### config.mk
export PLATFORM = sky130hd
export DESIGN_NAME = uart_rx_fifo
export DESIGN_NICKNAME = d
export VERILOG_FILES = /design/src/rtl/uart_rx_fifo.sv
export SDC_FILE = /design/constraint.sdc
export NUM_CORES = 1
export LEC_CHECK = 0
export BUFFER_PORTS_ARGS = -buffer_cell sky130_fd_sc_hd__buf_4
export CAP_MARGIN = 30
export CORE_UTILIZATION = 55
export DETAILED_ROUTE_END_ITERATION = 12
export PLACE_DENSITY = 0.82
export SETUP_SLACK_MARGIN = 0.5
export SLEW_MARGIN = 10
export SYNTH_ARGS = -nofsm -noshare
export SYNTH_HDL_FRONTEND = slang
export SYNTH_SLANG_ARGS = --single-unit
### constraint.sdc
create_clock -name clk -period 3.7 [get_ports clk]
set_input_delay 0.74 -clock clk [delete_from_list [all_inputs] [get_ports clk]]
set_output_delay 0.74 -clock clk [all_outputs]
set_load 0.005 [all_outputs]
### src/rtl/uart_rx_fifo.sv
// Receive-side FWFT FIFO behind the UART receiver: stores each frame with its
// parity/framing flags, flags overruns and counts accepted errored frames.
module uart_rx_fifo #(
    parameter int unsigned DEPTH    = 16,
    parameter int unsigned DATA_W   = 8,
    parameter int unsigned AF_LEVEL = 12
) (
    input  logic                     clk,
    input  logic                     rst,
    input  logic                     rx_valid,
    input  logic [DATA_W-1:0]        rx_data,
    input  logic                     rx_parity_err,
    input  logic                     rx_frame_err,
    input  logic                     rd_en,
    output logic [DATA_W-1:0]        rd_data,
    output logic                     rd_parity_err,
    output logic                     rd_frame_err,
    output logic                     empty,
    output logic                     full,
    output logic                     almost_full,
    output logic [$clog2(DEPTH):0]   count,
    output logic                     overrun,
    input  logic                     clr_overrun,
    output logic [7:0]               err_count
);

    localparam int unsigned AW = $clog2(DEPTH);
    localparam int unsigned CW = AW + 1;
    localparam int unsigned EW = DATA_W + 2;
    localparam logic [CW-1:0] DepthC = CW'(DEPTH);
    localparam logic [CW-1:0] AfC    = CW'(AF_LEVEL);

    logic [EW-1:0] mem_q [DEPTH];
    logic [AW-1:0] wr_ptr_q, wr_ptr_d;
    logic [AW-1:0] rd_ptr_q, rd_ptr_d;
    logic [CW-1:0] count_q, count_d;
    logic          overrun_q, overrun_d;
    logic [7:0]    err_count_q, err_count_d;

    logic          push, pop, drop;
    logic [EW-1:0] head;

    // A full FIFO still accepts a frame when the host pops in the same cycle.
    always_comb begin
        push = rx_valid && (!full || rd_en);
        pop  = rd_en && !empty;
        drop = rx_valid && full && !rd_en;
    end

    always_comb begin
        wr_ptr_d    = push ? wr_ptr_q + AW'(1) : wr_ptr_q;
        rd_ptr_d    = pop ? rd_ptr_q + AW'(1) : rd_ptr_q;
        count_d     = count_q + CW'(push) - CW'(pop);
        overrun_d   = overrun_q;
        err_count_d = err_count_q;
        if (drop) begin
            overrun_d = 1'b1;
        end else if (clr_overrun) begin
            overrun_d = 1'b0;
        end
        if (push && (rx_parity_err || rx_frame_err) && (err_count_q != 8'hFF)) begin
            err_count_d = err_count_q + 8'd1;
        end
    end

    always_ff @(posedge clk or posedge rst) begin
        if (rst) begin
            wr_ptr_q    <= '0;
            rd_ptr_q    <= '0;
            count_q     <= '0;
            overrun_q   <= 1'b0;
            err_count_q <= '0;
        end else begin
            wr_ptr_q    <= wr_ptr_d;
            rd_ptr_q    <= rd_ptr_d;
            count_q     <= count_d;
            overrun_q   <= overrun_d;
            err_count_q <= err_count_d;
        end
    end

    // Storage is deliberately left unreset.
    always_ff @(posedge clk) begin
        if (push) begin
            mem_q[wr_ptr_q] <= {rx_frame_err, rx_parity_err, rx_data};
        end
    end

    always_comb begin
        head          = mem_q[rd_ptr_q];
        empty         = (count_q == '0);
        full          = (count_q == DepthC);
        almost_full   = (count_q >= AfC);
        count         = count_q;
        overrun       = overrun_q;
        err_count     = err_count_q;
        rd_data       = empty ? '0 : head[DATA_W-1:0];
        rd_parity_err = empty ? 1'b0 : head[DATA_W];
        rd_frame_err  = empty ? 1'b0 : head[DATA_W+1];
    end

endmodule

=== Word-level counts from Yosys, hierarchy flattened ===
Memory sizes are Yosys's and may differ from the RTL's.
Cells that the tools add are included.

* Flip-flop bits (word level): 22
* Bits in writable memories: 160
* Memories kept: 1

{| class="wikitable"
|+ Memories
! memory !! words !! width !! read ports !! clocked after memory_dff !! wr ports !! line !! source
|-
| mem_q || 16 || 10 || 1 || 0 || 1 || 33 || <nowiki>logic [EW-1:0] mem_q [DEPTH];</nowiki>
|}

* Add/subtract/negate cells: 5
* $lt $le $gt $ge: 1
* Eq/ne operators: 2
* Mux-type cells: 7
* Reduce and logical (&&, ||, !) cells: 13

{| class="wikitable"
|+ Operators by type and width
! operator !! count
|-
| adder 4 x 1 -> 4 bit, second input constant || 2
|-
| adder 8 x 1 -> 8 bit, second input constant || 1
|-
| 2-to-1 mux 8 bit || 1
|-
| != test 8 bit, second input constant || 1
|-
| logical AND 1 bit || 6
|-
| 2-to-1 mux 1 bit || 6
|-
| adder 5 x 1 -> 5 bit || 1
|-
| equality test 5 bit, second input constant || 1
|-
| >= comparator 5 x 4 -> 1 bit, second input constant || 1
|-
| logical NOT 5 bit || 1
|-
| subtractor 5 x 1 -> 5 bit || 1
|-
| logical NOT 1 bit || 3
|-
| logical OR 1 bit || 2
|-
| nonzero test 2 bit || 1
|}

=== Depth between registers and ports, before layout ===
Gate-level depths: netlist of run 1.

* Depth after elaboration: 6
* Depth in mapped cells: 15
* Depth with buffers taken out: 14

=== Worst setup path before layout of run 1 ===
No wires, ideal clock.

* Path type: reg-to-reg
* Start point: reg count_q[2] (netlist: count[2])
* End point: reg count_q[4] (netlist: count[4])
* Arrival: 2.675 ns
* Required time: 3.621 ns
* Path slack: 0.945 ns
* Stages on the path, launching flop included: 15
* Path buffers: 1
* Period minus slack after synthesis: 2.755 ns
* Path through: dfrtp_1 inv_1 ha_1 or4b_1 and2_0 clkbuf_2 ha_1 inv_1 ha_1 inv_1 fa_1 inv_1 a21oi_1 o21bai_1 xor2_1

{| class="wikitable"
|+ RTL lines
! what !! line !! source
|-
| start, declared || 36 || <nowiki>logic [CW-1:0] count_q, count_d;</nowiki>
|-
| start signal, assigned || 76 || <nowiki>count_q <= count_d;</nowiki>
|-
| logical NOT 5 bit || 91 || <nowiki>empty = (count_q == '0);</nowiki>
|-
| logical NOT 1 bit || 46 || <nowiki>pop = rd_en && !empty;</nowiki>
|-
| logical AND 1 bit || 46 ||
|-
| via pop || 40 || <nowiki>logic push, pop, drop;</nowiki>
|-
| subtractor 5 x 1 -> 5 bit || 53 || <nowiki>count_d = count_q + CW'(push) - CW'(pop);</nowiki>
|-
| via count_d[4] || 36 ||
|}

The timed path passes the listed nets, and every way through them passes these cells.
A chain may end at the register's enable or synchronous reset.

=== Final worst setup path of run 1 ===
* Start point: reg rd_ptr_q[0]
* End point: out rd_data[7]

* Word-level cells in the longest chain between the ends: 2

{| class="wikitable"
|+ Ends and longest elaborated chain
! what !! line !! source
|-
| start, declared || 35 || <nowiki>logic [AW-1:0] rd_ptr_q, rd_ptr_d;</nowiki>
|-
| start signal, assigned || 75 || <nowiki>rd_ptr_q <= rd_ptr_d;</nowiki>
|-
| memory read (16 x 10 bit) || n/a ||
|-
| 2-to-1 mux 8 bit || 97 || <nowiki>rd_data = empty ? '0 : head[DATA_W-1:0];</nowiki>
|-
| end, declared || 15 || <nowiki>output logic [DATA_W-1:0] rd_data,</nowiki>
|}

Every way passes these cells.

==> flow_summary.ini, run 1 <==
[clock_tree]
clk_path_buf_depth = 2
cts_num_sinks = 182
clk_pin_slew_worst_paths_ns = 0.06
cts-root-buf = clkbuf_16
cts_tree = built
cts-hold-fix-buffers = 0
htree_levels = 4
cts_inserted_buffers = 17
clk_latency_ns = 0.42

[drt]
routedWlPerCell_um = 22.4
vias_per_cell = 5.93
firstDrtPassIters = 5
drtIter0Drc = 354
ant_nets = 0
drt-total-wl_um = 14400
vias = 3809
remaining_drc_errors = 0

[timing]
finalCritPeriodShare = 0.833
slew_headroom = 0.464
hold_viol = 0
rsz0062_at_grt = true
finalSetupTns_ns = 0
final-setup-viol-count = 0
fmax_ghz = 0.324
fin_crit_ns = 3.08
finalClockSkew_ns = 0.00944
maxSlewViolCount = 0
worst_pin_slew_ns = 0.804

[worst_setup_path]
critPathArrivalTime_ns = 2.34
crit_slowest_cell = mux4_1
cp.required_ns = 2.96
crit_type = reg2out
cpPeakStageDelay_ns = 0.55
cp_max_fo = 9
start_kind = flip-flop
path_cells = buf_12, mux4_1, mux2_2, o21ai_1, a21oi_1, buf_4
crit_path_end_kind = primary output

[synth]
ys.flop_type = edfxtp_1
synth_xor_area_frac = 0.0176
synth_top_family_by_area = multiplexers
yosysWarnings = 0
syn_area_um2 = 7470
ys_ff_latch = 182
syn_avg_cell_area_um2 = 19.3
synth_compound_area_frac = 0.0226
synth-simple-area-share = 0.0308
synth_edf_count = 160
synth_top_area_frac = 0.643
synthAdderAreaFrac = 0.0261
synth_nets = 417
async_reset_ff_frac = 0.121
yosysUniqueCellTypes = 41
synth.most_common_cell = edfxtp_1
synthTopCellsByArea = edfxtp_1 (64%), dfrtp_1 (7.4%), mux4_2 (7.2%)
postSynthCellCount = 387
yosys-mux-area-fraction = 0.162
synth_largest_area_cell = edfxtp_1
ys_top_cells_by_count = edfxtp_1 (160), mux4_2 (24), dfrtp_1 (22), inv_1 (17), mux4_1 (16)
seq_area_frac_synth = 0.717

[global_route]
overflow = 0
track_usage = 0.222
antenna_found_initial = 0
grt_max_degree = 31
grt_first_pass_wirelength_um = 22200
first_global_vias = 3929

[place]
dp_hpwl_um = 8560
io_buffers = 41
placed_area_um2 = 8050
post-place-cells = 606
place.gp.congestion = 0.794

[die]
io_pins = 42
core_area_um2 = 13200
die_x_um = 119
start_util = 0.564
dieArea_um2 = 14100
fp.dieH_um = 119
core.rowCount = 42

[cells_and_area]
drive_gt1_frac = 0.292
fin_util = 0.661
fin_nets = 483
stdcell_count = 642
num_antenna_cells = 0
fillers = 860
seqCellArea_um2 = 5360
multi_input_area_um2 = 1930
design_area_um2 = 8760
area_delta_synth_final_pct = 17.3

[status]
outcome = complete, no violations

[pwr]
peakVddDrop_v = 0.000464
leakagePower_nw = 3.17
powerDensity_nw_per_um2 = 784

[min_path]
hold_class = in2async

[job]
maxCapViolations = 0
-- what timing repair did --
| item | CTS | global route |
|---|---|---|
| endpoints found under the hold margin | 0 | 0 |
| setup buffers | 3 | 0 |
| endpoints found under the setup margin | 11 | 5 |
| gates cloned | 0 | 0 |
| gates resized for setup | 2 | 3 |
-- metal layers --
metal	up-vias	share of wire	global-route usage
met5	-	0	0
met4	0	0.017	0.0941
met3	25	0.053	0.0473
met2	131	0.52	0.365
met1	1977	0.42	0.289
li1	1676	-	-
-- cell usage in the layout (no fill, tap or decap), drive strengths merged, types with 2 or more instances in the layout --
cell / synthesis / layout
mux2: 13 / 13
clkinv: 0 / 6
clkinvlp: 0 / 2
inv: 17 / 18
buf: 13 / 66
nor4: 2 / 2
nand2b: 3 / 3
nand2: 9 / 9
xor2: 9 / 9
nand3: 4 / 4
o21ai: 11 / 11
bufinv: 0 / 5
mux2i: 10 / 10
dfrtp: 22 / 22
mux4: 40 / 40
nor3: 7 / 7
nand4: 3 / 3
a21oi: 12 / 12
clkbuf: 6 / 18
nor2: 15 / 15
ha: 14 / 14
xnor2: 6 / 6
edfxtp: 160 / 160
-- final cells by class --
class                           instances  share of cell area
Clock buffer                           18              0.0490
Clock inverter                         14              0.0236
Inverter                               17             0.00728
Multi-Input combinational cell        169               0.221
Sequential cell                       182               0.612
Tap cell                              176              0.0251
Timing Repair Buffer                   66              0.0626
-- flip-flops by register name, summed over array words and instances (netlist names) --
| name | cells |
|---|---|
| count | 5 |
| wr_ptr_q | 4 |
| overrun | 1 |
| mem_q | 160 |
| rd_ptr_q | 4 |
| err_count | 8 |
-- cells by family (layout without fill, tap and decap cells) --
logic type      count (synthesis)  count (layout)
mux                            63              63
buf+inv                        36             115
simple gates                   47              47
fa+ha+maj                      15              15
xor+xnor                       15              15
flops                         182             182
compound gates                 29              29
-- path summary, 6_finish.rpt --
| path | startpoint | to | slack, ns | depth (start not counted) |
|---|---|---|---|---|
| worst min register to register | rd_ptr_q[3] | rd_ptr_q[3] | 0.50 | 1 |
| worst max-delay path | rd_ptr_q[0] | rd_data[7] | 0.62 | 6 |
| worst max register to register | count[2] | count[4] | 0.68 | 13 |
| worst min-delay path | rst | err_count[4] | 0.38 | 3 |
| max in group asynchronous | rst | rd_ptr_q[0] | 3.17 | 3 |
| min in group clk | clr_overrun | overrun | 0.49 | 2 |
-- power breakdown --
group          total [W]  internal (W)  switching (W)
combinational    0.00218       0.00114        0.00104
clock            0.00191       0.00119       0.000715
sequential       0.00277       0.00254       0.000233
-- through the flow --
| step | total power, W | hold WS (ns) | setup WS [ns] |
|---|---|---|---|
| CTS | 0.00690 | 0.471 | 0.500 |
| floorplan | 0.00417 | 0.496 | 0.945 |
| global placement | 0.00482 | 0.464 | 0.616 |
| detailed placement | 0.00491 | 0.476 | 0.469 |
| finish | 0.00686 | 0.378 | 0.618 |
| global route | 0.00719 | 0.384 | 0.441 |
-- worst max-delay path: cells and delay by family, from the launching register on --
family          cells  cell delay (ns)
mux                 2             0.85
flops               1             0.44
buf+inv             2             0.36
compound gates      2             0.27
No activity file was read; power rests on OpenSTA's default activity.
==> run 2: changes to the inputs <==
Settings changed: ABC_AREA from default to 1, PLACE_DENSITY 0.82 to 0.85.
Clock period 3.7 ns to 2.78 ns, I/O delays scaled along.
==> flow_summary.ini, run 2 <==
[pwr]
p_total_w = 0.0110
powerDensity_nw_per_um2 = 1110
peakVddDrop_v = 0.000713
leakagePower_nw = 3.95

[cells_and_area]
final_cell_mix = nand2_1 (233), edfxtp_1 (160), nand3_1 (104)
fin_nets = 817
area_delta_synth_final_pct = 25.1
regMostFlops = mem_q
final_common_cell = nand2_1
num_antenna_cells = 0
largest_reg_flops = 160
drive_gt1_frac = 0.256

[die]
io_pins = 42
dieArea_um2 = 14800
core_area_um2 = 13900
die_x_um = 122
core.rowCount = 43
start_util = 0.565
fp.dieH_um = 122

[timing]
rsz0062_at_grt = true
worst_pin_slew_ns = 0.512
slew_headroom = 0.658
maxSlewViolCount = 0
fin_crit_ns = 2.72
hold_viol = 0
finalSetupTns_ns = 0
finalCritPeriodShare = 0.978
finalClockSkew_ns = 0.00982
fmax_ghz = 0.368
final-setup-viol-count = 0

[clock_tree]
cts_tree = built
cts_num_sinks = 182
cts-root-buf = clkbuf_16
clk_path_buf_depth = 2
htree_levels = 4
cts_inserted_buffers = 17
clk_pin_slew_worst_paths_ns = 0.06
clk_latency_ns = 0.43

[worst_setup_path]
cp_max_fo = 8
crit_type = reg2out
critPathArrivalTime_ns = 2.16
cp.required_ns = 2.22
crit_path_end_kind = primary output
start_kind = flip-flop

[synth]
async_reset_ff_frac = 0.121
syn_area_um2 = 7880
syn_avg_cell_area_um2 = 11.4
synth.most_common_cell = nand2_1
synthTopCellsByArea = edfxtp_1 (61%), nand2_1 (12%), nand3_1 (8.4%)
synth_top_area_frac = 0.610
yosysUniqueCellTypes = 25
postSynthCellCount = 693
synth_edf_count = 160
yosysWarnings = 0
synth_nets = 723
ys_top_cells_by_count = nand2_1 (245), edfxtp_1 (160), nand3_1 (132), inv_1 (23), dfrtp_1 (22)
ys_ff_latch = 182
seq_area_frac_synth = 0.680
synth_largest_area_cell = edfxtp_1
ys.flop_type = edfxtp_1

[drt]
vias_per_cell = 6.15
ant_nets = 0
routedWlPerCell_um = 22.3
drt-total-wl_um = 21900
drtIter0Drc = 1091
firstDrtPassIters = 6
vias = 6029
remaining_drc_errors = 0

[job]
maxCapViolations = 0

[global_route]
overflow = 0
first_global_vias = 5815
track_usage = 0.289
grt_max_degree = 42
antenna_found_initial = 0
grt_first_pass_wirelength_um = 31000

[place]
dp_hpwl_um = 11100
io_buffers = 41
place.gp.congestion = 0.859

[min_path]
hold_class = in2async

[status]
outcome = complete, no violations
-- run 2: cell types whose count changed after synthesis, sizes merged, moves of 2 or more --
cell / delta
mux2i: -10
nand3: +128
nand2b: -3
mux4: -40
nor4: -2
buf: +15
o21ai: -6
xnor2: -3
nand2: +239
nor2: +5
mux2: -13
nor3: -6
inv: +10
-- run 2: critical path, cell delays in order (launching register included) --
cell	delay, ns
dfrtp_4	0.55
buf_12	0.18
clkbuf_16	0.16
nand2_1	0.12
nand3_2	0.14
nand3_2	0.10
nand2_2	0.09
nand2_2	0.06
a21oi_2	0.19
buf_4	0.13
-- run 2: cells by family after synthesis --
group           after synthesis  share of synthesized area
flops                       182                      0.680
xor+xnor                     13                     0.0145
compound gates               18                     0.0152
simple gates                405                      0.218
buf+inv                      60                     0.0480
fa+ha+maj                    15                     0.0248
-- run 2: metal layers --
metal / global-route usage / vias up / share of wire / wire length, µm
met5: 0 / - / 0 / 0
met4: 0.130 / 0 / 0.049 / 1070
met3: 0.0707 / 100 / 0.10 / 2260
met2: 0.485 / 462 / 0.51 / 11100
met1: 0.354 / 2903 / 0.34 / 7410
li1: - / 2564 / - / -
-- run 2: where the power goes --
group | leakage, nW | switching [W] | internal, W
clock | 0.281 | 0.000953 | 0.00146
combinational | 1.95 | 0.00298 | 0.00195
sequential | 1.72 | 0.000262 | 0.00334
total | 3.95 | 0.00420 | 0.00675
-- run 2: cell type report --
type,count,area [µm²]
flip-flops and latches,182,5360
fillers,822,4080
multi-input cells,451,2400
repair buffers,101,1020
clock buffers,27,483
well taps,180,225
repair inverters,7,130
inverters,27,126
clock inverters,5,98.8
-- run 2: per-stage QoR --
step	setup slack (ns)	area, µm²	hold WS [ns]	util	instances
2_1_floorplan	0.534	7880	0.505	-	693
3_3_place_gp	0.485	8370	0.522	0.601	907
3_5_place_dp	0.298	8370	0.531	0.601	907
4_1_cts	0.240	9370	0.302	0.672	969
5_1_grt	0.0120	9850	0.0182	0.707	980
6_report	0.0601	9850	0.0333	0.707	980
-- run 2: final timing paths --
check	endpoint	slack, ns	from	cells after the start
min in group clk	overrun	0.31	clr_overrun	2
worst max-delay path	rd_data[2]	0.06	rd_ptr_q[0]	9
max in group asynchronous	rd_ptr_q[0]	2.37	rst	3
worst max register to register	count[4]	0.47	count[2]	12
worst min-delay path	count[3]	0.03	rst	2
worst min register to register	overrun	0.54	overrun	2
-- run 2: timing repair --
action | 4_1_cts | 5_1_grt
endpoints found under the setup margin | 26 | 20
hold buffers | 0 | 0
gates cloned | 8 | 5
pin swaps | 12 | 33
buffers inserted | 22 | 5
resized for setup | 29 | 73
==> run 3: changes to the inputs <==
--- a/constraint.sdc
+++ b/constraint.sdc
@@ -3,2 +3,2 @@
 set_output_delay 0.556 -clock clk [all_outputs]
-set_load 0.005 [all_outputs]
+set_load 0.01 [all_outputs]
==> flow_summary.ini, run 3 (synthesis results as in run 2) <==
[place]
place.gp.congestion = 0.919
placed_area_um2 = 8360
dp_hpwl_um = 10300
io_buffers = 41

[timing]
final-setup-viol-count = 0
fin_crit_ns = 2.64
finalCritPeriodShare = 0.950
worst_pin_slew_ns = 0.853
rsz0062_at_grt = true
hold_viol = 0
fmax_ghz = 0.378
maxSlewViolCount = 0
finalSetupTns_ns = 0
slew_headroom = 0.431
finalClockSkew_ns = 0.00812

[drt]
vias_per_cell = 5.89
routedWlPerCell_um = 20.1
ant_nets = 0
vias = 5708
drtIter0Drc = 622
drt-total-wl_um = 19500
firstDrtPassIters = 6
remaining_drc_errors = 0

[worst_setup_path]
cp.required_ns = 2.22
critPathArrivalTime_ns = 2.09
start_kind = flip-flop
crit_path_end_kind = primary output
worst-path-buf-inv = 3
cp_common_cell = nand2_1
crit_slowest_cell = dfrtp_4
critical-path-top-delay-family = flip-flops
cp_max_fo = 20
path_cells = buf_12, clkinv_8, nand2_1, nand3_1, nand3_1, nand2_1, nand2_1, a21oi_2, buf_4
crit_type = reg2out
cpPeakStageDelay_ns = 0.52

[clock_tree]
htree_levels = 4
cts-root-buf = clkbuf_16
cts_num_sinks = 182
cts_inserted_buffers = 17
clk_pin_slew_worst_paths_ns = 0.07
cts_tree = built
clk_path_buf_depth = 2
clk_latency_ns = 0.43

[cells_and_area]
final_common_cell = nand2_1
fin_nets = 806
num_antenna_cells = 0
regMostFlops = mem_q
largest_reg_flops = 160
area_delta_synth_final_pct = 22.2
drive_gt1_frac = 0.236
design_area_um2 = 9620
fillers = 892
final_cell_mix = nand2_1 (230), edfxtp_1 (160), nand3_1 (122)

[global_route]
grt_first_pass_wirelength_um = 28900
overflow = 0
first_global_vias = 5694
track_usage = 0.270
grt_max_degree = 42
antenna_found_initial = 0

[die]
die_x_um = 122
io_pins = 42
start_util = 0.565
core.rowCount = 43
fp.dieH_um = 122
core_area_um2 = 13900
dieArea_um2 = 14800

[pwr]
leakagePower_nw = 3.84
powerDensity_nw_per_um2 = 1110
peakVddDrop_v = 0.000891

[job]
maxCapViolations = 0

[status]
outcome = complete, no violations

[min_path]
hold_class = in2async
run 3: changes by cell type in the layout (fill, tap and decap cells not counted), sizes merged:
cell,change
inv,+7
clkinv,-1
buf,-8
bufbuf,+1
clkbuf,-11
clkinvlp,+3
bufinv,-2
run 3: layout make-up:
type	count	area [µm²]	area share
clock buffer	18	429	0.0446
clock inverter	14	144	0.0150
inverter	27	125	0.0130
multi-input combinational	451	2310	0.240
sequential	182	5360	0.557
tap	180	225	0.0234
timing repair buffer	92	947	0.0984
timing repair inverter	5	81.3	0.00845
run 3: power by group:
group | internal, W | switching [W] | leakage (nW)
clock | 0.00126 | 0.00105 | 0.274
combinational | 0.00194 | 0.00287 | 1.85
sequential | 0.00334 | 0.000200 | 1.72
run 3: path summary, 6_finish.rpt:
| check | startpoint | to | slack, ns | depth (start not counted) |
|---|---|---|---|---|
| max | rd_ptr_q[0] | rd_data[0] | 0.14 | 9 |
| min | rst | overrun | 0.30 | 2 |
| max reg2reg | count[3] | count[4] | 0.43 | 14 |
| min reg2reg | err_count[1] | err_count[1] | 0.56 | 2 |
| max in group asynchronous | rst | rd_ptr_q[0] | 1.85 | 2 |
| min in group clk | clr_overrun | overrun | 0.32 | 2 |
run 3: what timing repair did:
action	4_1_cts	5_1_grt
pin swaps	21	19
setup buffers	9	11
hold buffers	0	0
gates resized for setup	46	23
gates cloned	12	1
setup endpoints to repair	14	13
run 3: routing by layer:
layer	global-route usage	vias to the layer above	routed length, µm
met4	0.145	0	569
li1	-	2552	-
met3	0.0613	52	1920
met5	0	-	0
met2	0.462	388	10000
met1	0.318	2716	6950
run 3: through the flow:
step / hold WS [ns] / std cells / setup slack (ns) / total power (W) / utilization
floorplan: 0.505 / 693 / 0.510 / 0.00612 / -
global placement: 0.515 / 904 / 0.519 / 0.00697 / 0.600
detailed placement: 0.533 / 904 / 0.356 / 0.00717 / 0.600
CTS: 0.305 / 957 / 0.204 / 0.0103 / 0.676
global route: 0.311 / 969 / 0.0265 / 0.0112 / 0.691
finish: 0.302 / 969 / 0.138 / 0.0107 / 0.691
run 3: worst reg2reg max path: cells and delay by family (launching register included):
family / cells / cell delay [ns]
fa+ha+maj: 4 / 0.84
flops: 1 / 0.40
simple gates: 4 / 0.38
buf+inv: 4 / 0.30
xor+xnor: 1 / 0.18
compound gates: 1 / 0.15
